<file path="src/rtl/simple_if_to_axil.sv">
// rtl/simple_if_to_axil.sv - simple memory interface to AXI-Lite initiator
//
// Converts single-beat simple-interface writes (we/waddr/wdata/wstrb) and
// reads (re/raddr) into AXI-Lite transactions. Write and read paths are
// independent FSMs, each with at most one outstanding transaction.
//
// Ports:
//   clk_i, arst_ni                 clock, asynchronous active-low reset
//   mem_we_i/waddr/wdata/wstrb     write request (accepted when mem_wready_o=1)
//   mem_wready_o                   write path idle
//   mem_wdone_o, mem_wresp_o       write completion pulse and its BRESP
//   mem_re_i/raddr                 read request (accepted when mem_rready_o=1)
//   mem_rready_o                   read path idle
//   mem_rdone_o, mem_rdata_o,
//   mem_rresp_o                    read completion pulse, RDATA and RRESP
//   axil_req_o / axil_resp_i       AXI-Lite request / response channels

package dual_helix_pkg;

    typedef struct packed {
        logic [31:0] aw_addr;
        logic [2:0]  aw_prot;
        logic        aw_valid;
        logic [31:0] w_data;
        logic [3:0]  w_strb;
        logic        w_valid;
        logic        b_ready;
        logic [31:0] ar_addr;
        logic [2:0]  ar_prot;
        logic        ar_valid;
        logic        r_ready;
    } dhs_axil_req_t;

    typedef struct packed {
        logic        aw_ready;
        logic        w_ready;
        logic [1:0]  b_resp;
        logic        b_valid;
        logic        ar_ready;
        logic [31:0] r_data;
        logic [1:0]  r_resp;
        logic        r_valid;
    } dhs_axil_resp_t;

endpackage

module simple_if_to_axil #(
    parameter type         req_t      = dual_helix_pkg::dhs_axil_req_t,
    parameter type         resp_t     = dual_helix_pkg::dhs_axil_resp_t,
    parameter int unsigned ADDR_WIDTH = 32,
    parameter int unsigned DATA_WIDTH = 32
) (
    input  logic                    clk_i,
    input  logic                    arst_ni,
    input  logic                    mem_we_i,
    input  logic [ADDR_WIDTH-1:0]   mem_waddr_i,
    input  logic [DATA_WIDTH-1:0]   mem_wdata_i,
    input  logic [DATA_WIDTH/8-1:0] mem_wstrb_i,
    output logic                    mem_wready_o,
    output logic                    mem_wdone_o,
    output logic [1:0]              mem_wresp_o,
    input  logic                    mem_re_i,
    input  logic [ADDR_WIDTH-1:0]   mem_raddr_i,
    output logic                    mem_rready_o,
    output logic                    mem_rdone_o,
    output logic [DATA_WIDTH-1:0]   mem_rdata_o,
    output logic [1:0]              mem_rresp_o,
    output req_t                    axil_req_o,
    input  resp_t                   axil_resp_i
);

    typedef enum logic [1:0] {W_IDLE, W_REQ, W_RESP} w_state_e;
    typedef enum logic [1:0] {R_IDLE, R_ADDR, R_DATA} r_state_e;

    w_state_e w_state_q, w_state_d;
    r_state_e r_state_q, r_state_d;

    logic [ADDR_WIDTH-1:0]   waddr_q;
    logic [DATA_WIDTH-1:0]   wdata_q;
    logic [DATA_WIDTH/8-1:0] wstrb_q;
    logic                    aw_done_q;
    logic                    w_done_q;
    logic                    wdone_q;
    logic [1:0]              wresp_q;

    logic [ADDR_WIDTH-1:0]   raddr_q;
    logic                    rdone_q;
    logic [DATA_WIDTH-1:0]   rdata_q;
    logic [1:0]              rresp_q;

    logic aw_valid, w_valid, b_ready, ar_valid, r_ready;
    logic aw_hs, w_hs, b_hs, ar_hs, r_hs;
    logic w_accept, r_accept;

    // AW and W are tracked separately so each VALID drops on its own handshake.
    assign aw_valid = (w_state_q == W_REQ) && !aw_done_q;
    assign w_valid  = (w_state_q == W_REQ) && !w_done_q;
    assign b_ready  = (w_state_q == W_RESP);
    assign ar_valid = (r_state_q == R_ADDR);
    assign r_ready  = (r_state_q == R_DATA);

    assign aw_hs = aw_valid && axil_resp_i.aw_ready;
    assign w_hs  = w_valid  && axil_resp_i.w_ready;
    assign b_hs  = b_ready  && axil_resp_i.b_valid;
    assign ar_hs = ar_valid && axil_resp_i.ar_ready;
    assign r_hs  = r_ready  && axil_resp_i.r_valid;

    assign w_accept = mem_wready_o && mem_we_i;
    assign r_accept = mem_rready_o && mem_re_i;

    always_comb begin : w_fsm_comb
        w_state_d    = w_state_q;
        mem_wready_o = 1'b0;
        case (w_state_q)
            W_IDLE: begin
                mem_wready_o = 1'b1;
                if (mem_we_i) begin
                    w_state_d = W_REQ;
                end
            end
            W_REQ: begin
                // Leave once both channels are through, whether they
                // completed in earlier cycles or in this one.
                if ((aw_done_q || aw_hs) && (w_done_q || w_hs)) begin
                    w_state_d = W_RESP;
                end
            end
            W_RESP: begin
                if (axil_resp_i.b_valid) begin
                    w_state_d = W_IDLE;
                end
            end
            default: w_state_d = W_IDLE;
        endcase
    end

    always_comb begin : r_fsm_comb
        r_state_d    = r_state_q;
        mem_rready_o = 1'b0;
        case (r_state_q)
            R_IDLE: begin
                mem_rready_o = 1'b1;
                if (mem_re_i) begin
                    r_state_d = R_ADDR;
                end
            end
            R_ADDR: begin
                if (axil_resp_i.ar_ready) begin
                    r_state_d = R_DATA;
                end
            end
            R_DATA: begin
                if (axil_resp_i.r_valid) begin
                    r_state_d = R_IDLE;
                end
            end
            default: r_state_d = R_IDLE;
        endcase
    end

    always_ff @(posedge clk_i or negedge arst_ni) begin : w_regs
        if (!arst_ni) begin
            w_state_q <= W_IDLE;
            waddr_q   <= '0;
            wdata_q   <= '0;
            wstrb_q   <= '0;
            aw_done_q <= 1'b0;
            w_done_q  <= 1'b0;
            wdone_q   <= 1'b0;
            wresp_q   <= 2'b00;
        end else begin
            w_state_q <= w_state_d;
            wdone_q   <= 1'b0;
            if (w_accept) begin
                waddr_q   <= mem_waddr_i;
                wdata_q   <= mem_wdata_i;
                wstrb_q   <= mem_wstrb_i;
                aw_done_q <= 1'b0;
                w_done_q  <= 1'b0;
            end
            if (aw_hs) begin
                aw_done_q <= 1'b1;
            end
            if (w_hs) begin
                w_done_q <= 1'b1;
            end
            if (b_hs) begin
                wresp_q <= axil_resp_i.b_resp;
                wdone_q <= 1'b1;
            end
        end
    end

    always_ff @(posedge clk_i or negedge arst_ni) begin : r_regs
        if (!arst_ni) begin
            r_state_q <= R_IDLE;
            raddr_q   <= '0;
            rdone_q   <= 1'b0;
            rdata_q   <= '0;
            rresp_q   <= 2'b00;
        end else begin
            r_state_q <= r_state_d;
            rdone_q   <= 1'b0;
            if (r_accept) begin
                raddr_q <= mem_raddr_i;
            end
            if (r_hs) begin
                rdata_q <= axil_resp_i.r_data;
                rresp_q <= axil_resp_i.r_resp;
                rdone_q <= 1'b1;
            end
        end
    end

    assign mem_wdone_o = wdone_q;
    assign mem_wresp_o = wresp_q;
    assign mem_rdone_o = rdone_q;
    assign mem_rdata_o = rdata_q;
    assign mem_rresp_o = rresp_q;

    always_comb begin : req_pack
        axil_req_o          = '0;
        axil_req_o.aw_addr  = waddr_q;
        axil_req_o.aw_prot  = 3'b000;
        axil_req_o.aw_valid = aw_valid;
        axil_req_o.w_data   = wdata_q;
        axil_req_o.w_strb   = wstrb_q;
        axil_req_o.w_valid  = w_valid;
        axil_req_o.b_ready  = b_ready;
        axil_req_o.ar_addr  = raddr_q;
        axil_req_o.ar_prot  = 3'b000;
        axil_req_o.ar_valid = ar_valid;
        axil_req_o.r_ready  = r_ready;
    end

endmodule

</file>
<file path="config.mk">
export PLATFORM = sky130hd
export DESIGN_NAME = simple_if_to_axil
export DESIGN_NICKNAME = d
export VERILOG_FILES = /design/src/rtl/simple_if_to_axil.sv
export SDC_FILE = /design/constraint.sdc
export NUM_CORES = 1
export LEC_CHECK = 0
export BUFFER_PORTS_ARGS = -buffer_cell sky130_fd_sc_hd__buf_2
export CORE_AREA = 2 2 114 116
export CTS_CLUSTER_DIAMETER = 150
export CTS_CLUSTER_SIZE = 30
export DETAILED_ROUTE_END_ITERATION = 8
export DIE_AREA = 0 0 116 118
export PLACE_DENSITY_LB_ADDON = 0.3
export RECOVER_POWER = 50
export SLEW_MARGIN = 15
export SYNTH_ARGS = -nofsm -noshare
export SYNTH_HDL_FRONTEND = slang
export SYNTH_SLANG_ARGS = --single-unit
</file>
<file path="constraint.sdc">
create_clock -name clk_i -period 3.7 [get_ports clk_i]
set_input_delay 1.11 -clock clk_i [delete_from_list [all_inputs] [get_ports clk_i]]
set_output_delay 1.11 -clock clk_i [all_outputs]
set_load 0.01 [all_outputs]
</file>
==> impl_metrics.xml <==
<?xml version="1.0" encoding="UTF-8"?>
<metrics>
  <group name="outcome">
    <metric name="status" unit="">finished with violations</metric>
    <metric name="violated_checks" unit="">max-capacitance violations, max-slew violations</metric>
  </group>
  <group name="min_path">
    <metric name="timing.hold.worst.start" unit="">wdata_q[13]</metric>
    <metric name="worstHoldPathType" unit="">reg2reg</metric>
    <metric name="worstHoldEndpoint" unit="">wdata_q[13]</metric>
    <metric name="hold_depth" unit="">1</metric>
  </group>
  <group name="yosys">
    <metric name="syn_avg_cell_area" unit="sq um">16.6</metric>
    <metric name="post_synth_num_cell_types" unit="">20</metric>
    <metric name="post_synth_and_or_nand_nor_area_fraction" unit="%">1.93</metric>
    <metric name="postSynthRegisterBits" unit="">144</metric>
    <metric name="synth_adder_area_share" unit="%">0</metric>
    <metric name="largest_family_of_logic_cells_by_synthesized_area" unit="">multiplexers</metric>
    <metric name="yosys-mux-area-fraction" unit="%">27.7</metric>
    <metric name="ys.warnings.count" unit="">0</metric>
    <metric name="sequential_area_share_after_synthesis" unit="%">65.3</metric>
    <metric name="synthesis.area" unit="sq um">5520</metric>
    <metric name="post_synth_xor_area_fraction" unit="%">0</metric>
    <metric name="synth_compound_gate_area_share" unit="%">1.07</metric>
    <metric name="syn-instance-count" unit="">333</metric>
  </group>
  <group name="timing">
    <metric name="worst_slew_margin_rel" unit="%">-27.1</metric>
    <metric name="rsz0062_at_grt" unit="">false</metric>
    <metric name="setup_ws_final" unit="ps">704</metric>
    <metric name="finalSetupViolCount" unit="">0</metric>
    <metric name="maxClockFrequency" unit="GHz">0.334</metric>
    <metric name="finalWorstPathRequiredPeriod" unit="ps">3000</metric>
    <metric name="finalHoldViolCount" unit="">0</metric>
    <metric name="whs" unit="ps">476</metric>
    <metric name="period_share" unit="%">81.0</metric>
    <metric name="worst_pin_slew" unit="ps">1910</metric>
    <metric name="setup_tns" unit="ps">0</metric>
    <metric name="skew" unit="ps">7.73</metric>
    <metric name="report.final.slew_viol_count" unit="">178</metric>
  </group>
  <group name="floorplanning">
    <metric name="coreArea" unit="sq um">12400</metric>
    <metric name="floorplan.io_pins" unit="">296</metric>
    <metric name="die_area" unit="sq um">13700</metric>
    <metric name="initial_utilization" unit="%">44.5</metric>
    <metric name="die_h" unit="microns">118</metric>
    <metric name="die_width" unit="microns">116</metric>
    <metric name="row_count" unit="">41</metric>
  </group>
  <group name="routing">
    <metric name="drt.antenna.violating_nets" unit="">0</metric>
    <metric name="drt_first_pass_iters" unit="">4</metric>
    <metric name="drt-wirelength-per-cell" unit="microns">15.5</metric>
    <metric name="dr_total_vias" unit="">3755</metric>
    <metric name="starting_drt_drc_count" unit="">137</metric>
    <metric name="routed_via_density" unit="">4.64</metric>
    <metric name="drc_errors" unit="">0</metric>
    <metric name="postRouteWirelength" unit="mm">12.5</metric>
  </group>
  <group name="placed_design">
    <metric name="gp_congestion" unit="">0.749</metric>
    <metric name="pre_cts_slack" unit="ps">1300</metric>
    <metric name="io_buffer_count" unit="">289</metric>
    <metric name="post_dp_cell_area" unit="sq um">7070</metric>
    <metric name="dp_hpwl" unit="mm">9.42</metric>
  </group>
  <group name="clock_network">
    <metric name="path_clk_slew" unit="ps">50</metric>
    <metric name="post_cts.repair.setup_buffers" unit="">0</metric>
    <metric name="tritoncts" unit="">built</metric>
    <metric name="buffer_levels_on_the_longest_clock_path" unit="">2</metric>
    <metric name="cts.hold.buffers_added" unit="">0</metric>
    <metric name="cts_made_buffers" unit="">17</metric>
    <metric name="cts_resized" unit="">0</metric>
    <metric name="worstSkewPairLatency" unit="ps">400</metric>
    <metric name="cts_htree_levels" unit="">4</metric>
    <metric name="cts.sink_count" unit="">144</metric>
    <metric name="clockRootBuffer" unit="">sky130_fd_sc_hd__clkbuf_16</metric>
  </group>
  <group name="final_layout">
    <metric name="layout.nets" unit="">770</metric>
    <metric name="drive_above_1_share" unit="%">68.0</metric>
    <metric name="multiInputGateArea" unit="sq um">1700</metric>
    <metric name="layout-area-overhead-vs-synth" unit="%">38.2</metric>
    <metric name="seq_area" unit="sq um">3600</metric>
    <metric name="finalInstanceArea" unit="sq um">7630</metric>
    <metric name="fillers" unit="">1001</metric>
    <metric name="diodes" unit="">0</metric>
  </group>
  <group name="power_and_ir_drop">
    <metric name="power.density_cell_area" unit="nW/um^2">932</metric>
    <metric name="p_leak" unit="nW">3.83</metric>
    <metric name="peak_supply_drop" unit="uV">415</metric>
  </group>
  <group name="grt">
    <metric name="vias_in_the_first_global_route" unit="">4096</metric>
    <metric name="grt_antenna_before_repair" unit="">0</metric>
    <metric name="grt_max_degree" unit="">78</metric>
    <metric name="overflow" unit="">0</metric>
    <metric name="grt_util_all_layers" unit="%">18.8</metric>
    <metric name="grt_first_pass_wirelength" unit="mm">19.9</metric>
  </group>
  <group name="critical_path">
    <metric name="timing.critical_path.cells" unit="">clkbuf_1, nor3b_1, clkbuf_1, mux2_2</metric>
    <metric name="critPathArrivalTime" unit="ps">3280</metric>
    <metric name="reg2reg_slack" unit="ps">1030</metric>
    <metric name="worst_path_most_repeated_cell" unit="">sky130_fd_sc_hd__clkbuf_1</metric>
    <metric name="timing.critical_path.slowest_stage_cell" unit="">sky130_fd_sc_hd__clkbuf_1</metric>
    <metric name="reg2reg_from" unit="">w_state_q[0]</metric>
    <metric name="start_kind" unit="">primary input</metric>
    <metric name="crit_fanout" unit="">31</metric>
    <metric name="path_delay_family" unit="">buffers and inverters</metric>
    <metric name="rr_worst_depth" unit="">3</metric>
    <metric name="cp_slowest_stage_delay" unit="ps">1330</metric>
    <metric name="critPathRequiredTime" unit="ps">3980</metric>
    <metric name="worstPathBufferInverterCount" unit="">2</metric>
    <metric name="timing.critical_path.to_type" unit="">flop</metric>
    <metric name="timing.rr.end" unit="">waddr_q[1]</metric>
    <metric name="critical_path_class" unit="">in2reg</metric>
  </group>
  <group name="run">
    <metric name="max_cap_violations" unit="">4</metric>
  </group>
</metrics>
-- placed cells by master, fill, tap and decap left out, types with 2 or more instances in the layout --
master	n
sky130_fd_sc_hd__buf_2	286
sky130_fd_sc_hd__clkinv_2	2
sky130_fd_sc_hd__mux2_1	20
sky130_fd_sc_hd__a22o_1	4
sky130_fd_sc_hd__conb_1	6
sky130_fd_sc_hd__clkbuf_1	9
sky130_fd_sc_hd__nor2_1	3
sky130_fd_sc_hd__mux2_2	116
sky130_fd_sc_hd__clkbuf_8	7
sky130_fd_sc_hd__nor3b_1	4
sky130_fd_sc_hd__dfrtp_1	144
sky130_fd_sc_hd__clkbuf_16	17
sky130_fd_sc_hd__nor2b_1	4
sky130_fd_sc_hd__inv_1	5
sky130_fd_sc_hd__nand3b_1	2
sky130_fd_sc_hd__bufinv_16	2
-- sequential cells by signal (all words and copies together) (netlist names) --
signal / cells
mem_wresp_o: 2
r_state_q: 2
mem_rdata_o: 32
aw_done_q: 1
mem_rresp_o: 2
w_done_q: 1
waddr_q: 32
mem_wdone_o: 1
wstrb_q: 4
w_state_q: 2
mem_rdone_o: 1
wdata_q: 32
raddr_q: 32
-- synth_stat cells --
master / count / area [sq um]
sky130_fd_sc_hd__dfrtp_1: 144 / 3600
sky130_fd_sc_hd__mux2_2: 116 / 1310
sky130_fd_sc_hd__mux2_1: 20 / 225
sky130_fd_sc_hd__buf_4: 18 / 135
sky130_fd_sc_hd__buf_2: 5 / 25.0
sky130_fd_sc_hd__inv_1: 5 / 18.8
sky130_fd_sc_hd__a22o_1: 4 / 35.0
sky130_fd_sc_hd__nor2b_1: 4 / 25.0
sky130_fd_sc_hd__nor2_1: 3 / 11.3
sky130_fd_sc_hd__buf_6: 2 / 22.5
sky130_fd_sc_hd__nand3b_1: 2 / 15.0
sky130_fd_sc_hd__nor3b_1: 2 / 15.0
sky130_fd_sc_hd__a211oi_1: 1 / 7.51
sky130_fd_sc_hd__a21o_1: 1 / 7.51
sky130_fd_sc_hd__buf_8: 1 / 15.0
sky130_fd_sc_hd__conb_1: 1 / 3.75
sky130_fd_sc_hd__nor3b_2: 1 / 12.5
sky130_fd_sc_hd__nor3b_4: 1 / 18.8
sky130_fd_sc_hd__o22a_1: 1 / 8.76
sky130_fd_sc_hd__or3b_2: 1 / 8.76
-- cell type report --
cell class	instances	share of cell area [%]
Multi-Input combinational cell	163	22.3
Clock inverter	4	0.918
Clock buffer	28	7.04
Tap cell	172	2.82
Timing Repair Buffer	294	19.4
Sequential cell	144	47.2
Inverter	5	0.246
-- worst max-delay path by stage --
stage / start / to / slack, ps / depth (start not counted)
after global placement: mem_we_i / waddr_q[29] / 1360 / 4
after floorplan: mem_we_i / wdata_q[10] / 1600 / 4
final: mem_we_i / waddr_q[1] / 700 / 4
after CTS: w_state_q[0] / axil_req_o[38] / 1110 / 2
after detailed placement: mem_we_i / waddr_q[27] / 1300 / 4
after global routing: mem_we_i / waddr_q[0] / 550 / 4
-- kinds of logic after synthesis --
group / after synthesis
AOI/OAI and AO/OA: 7
buffers and inverters: 31
DFF: 144
muxes: 136
other: 1
and+or+nand+nor: 14
-- metal layers --
layer  part of all wire (%)  global-route usage, %
met1                     37                   20.5
met5                      0                      0
met2                     51                   32.1
met4                    1.9                   8.11
met3                    9.9                   7.31
-- where the power goes --
| part | leakage [nW] | switching, mW | internal, mW | total [mW] |
|---|---|---|---|---|
| Combinational | 1.82 | 1.24 | 1.38 | 2.62 |
| Sequential | 1.70 | 0.402 | 2.38 | 2.78 |
| Clock | 0.301 | 0.596 | 1.12 | 1.71 |
-- worst register-to-register path: cells and delay by family, from the launching register on --
family / cells / cell delay, ps
and+or+nand+nor: 1 / 290
buffers and inverters: 1 / 1330
muxes: 1 / 460
DFF: 1 / 460
-- metrics by stage --
stage | std cells | power, mW | util (%)
after floorplan | 338 | 4.37 | -
after CTS | 810 | 7.22 | 61.8
after global placement | 778 | 5.37 | 56.9
final | 810 | 7.11 | 61.5
after global routing | 810 | 7.56 | 61.5
after detailed placement | 778 | 5.48 | 56.9
No activity file was read; power rests on OpenSTA's default activity.
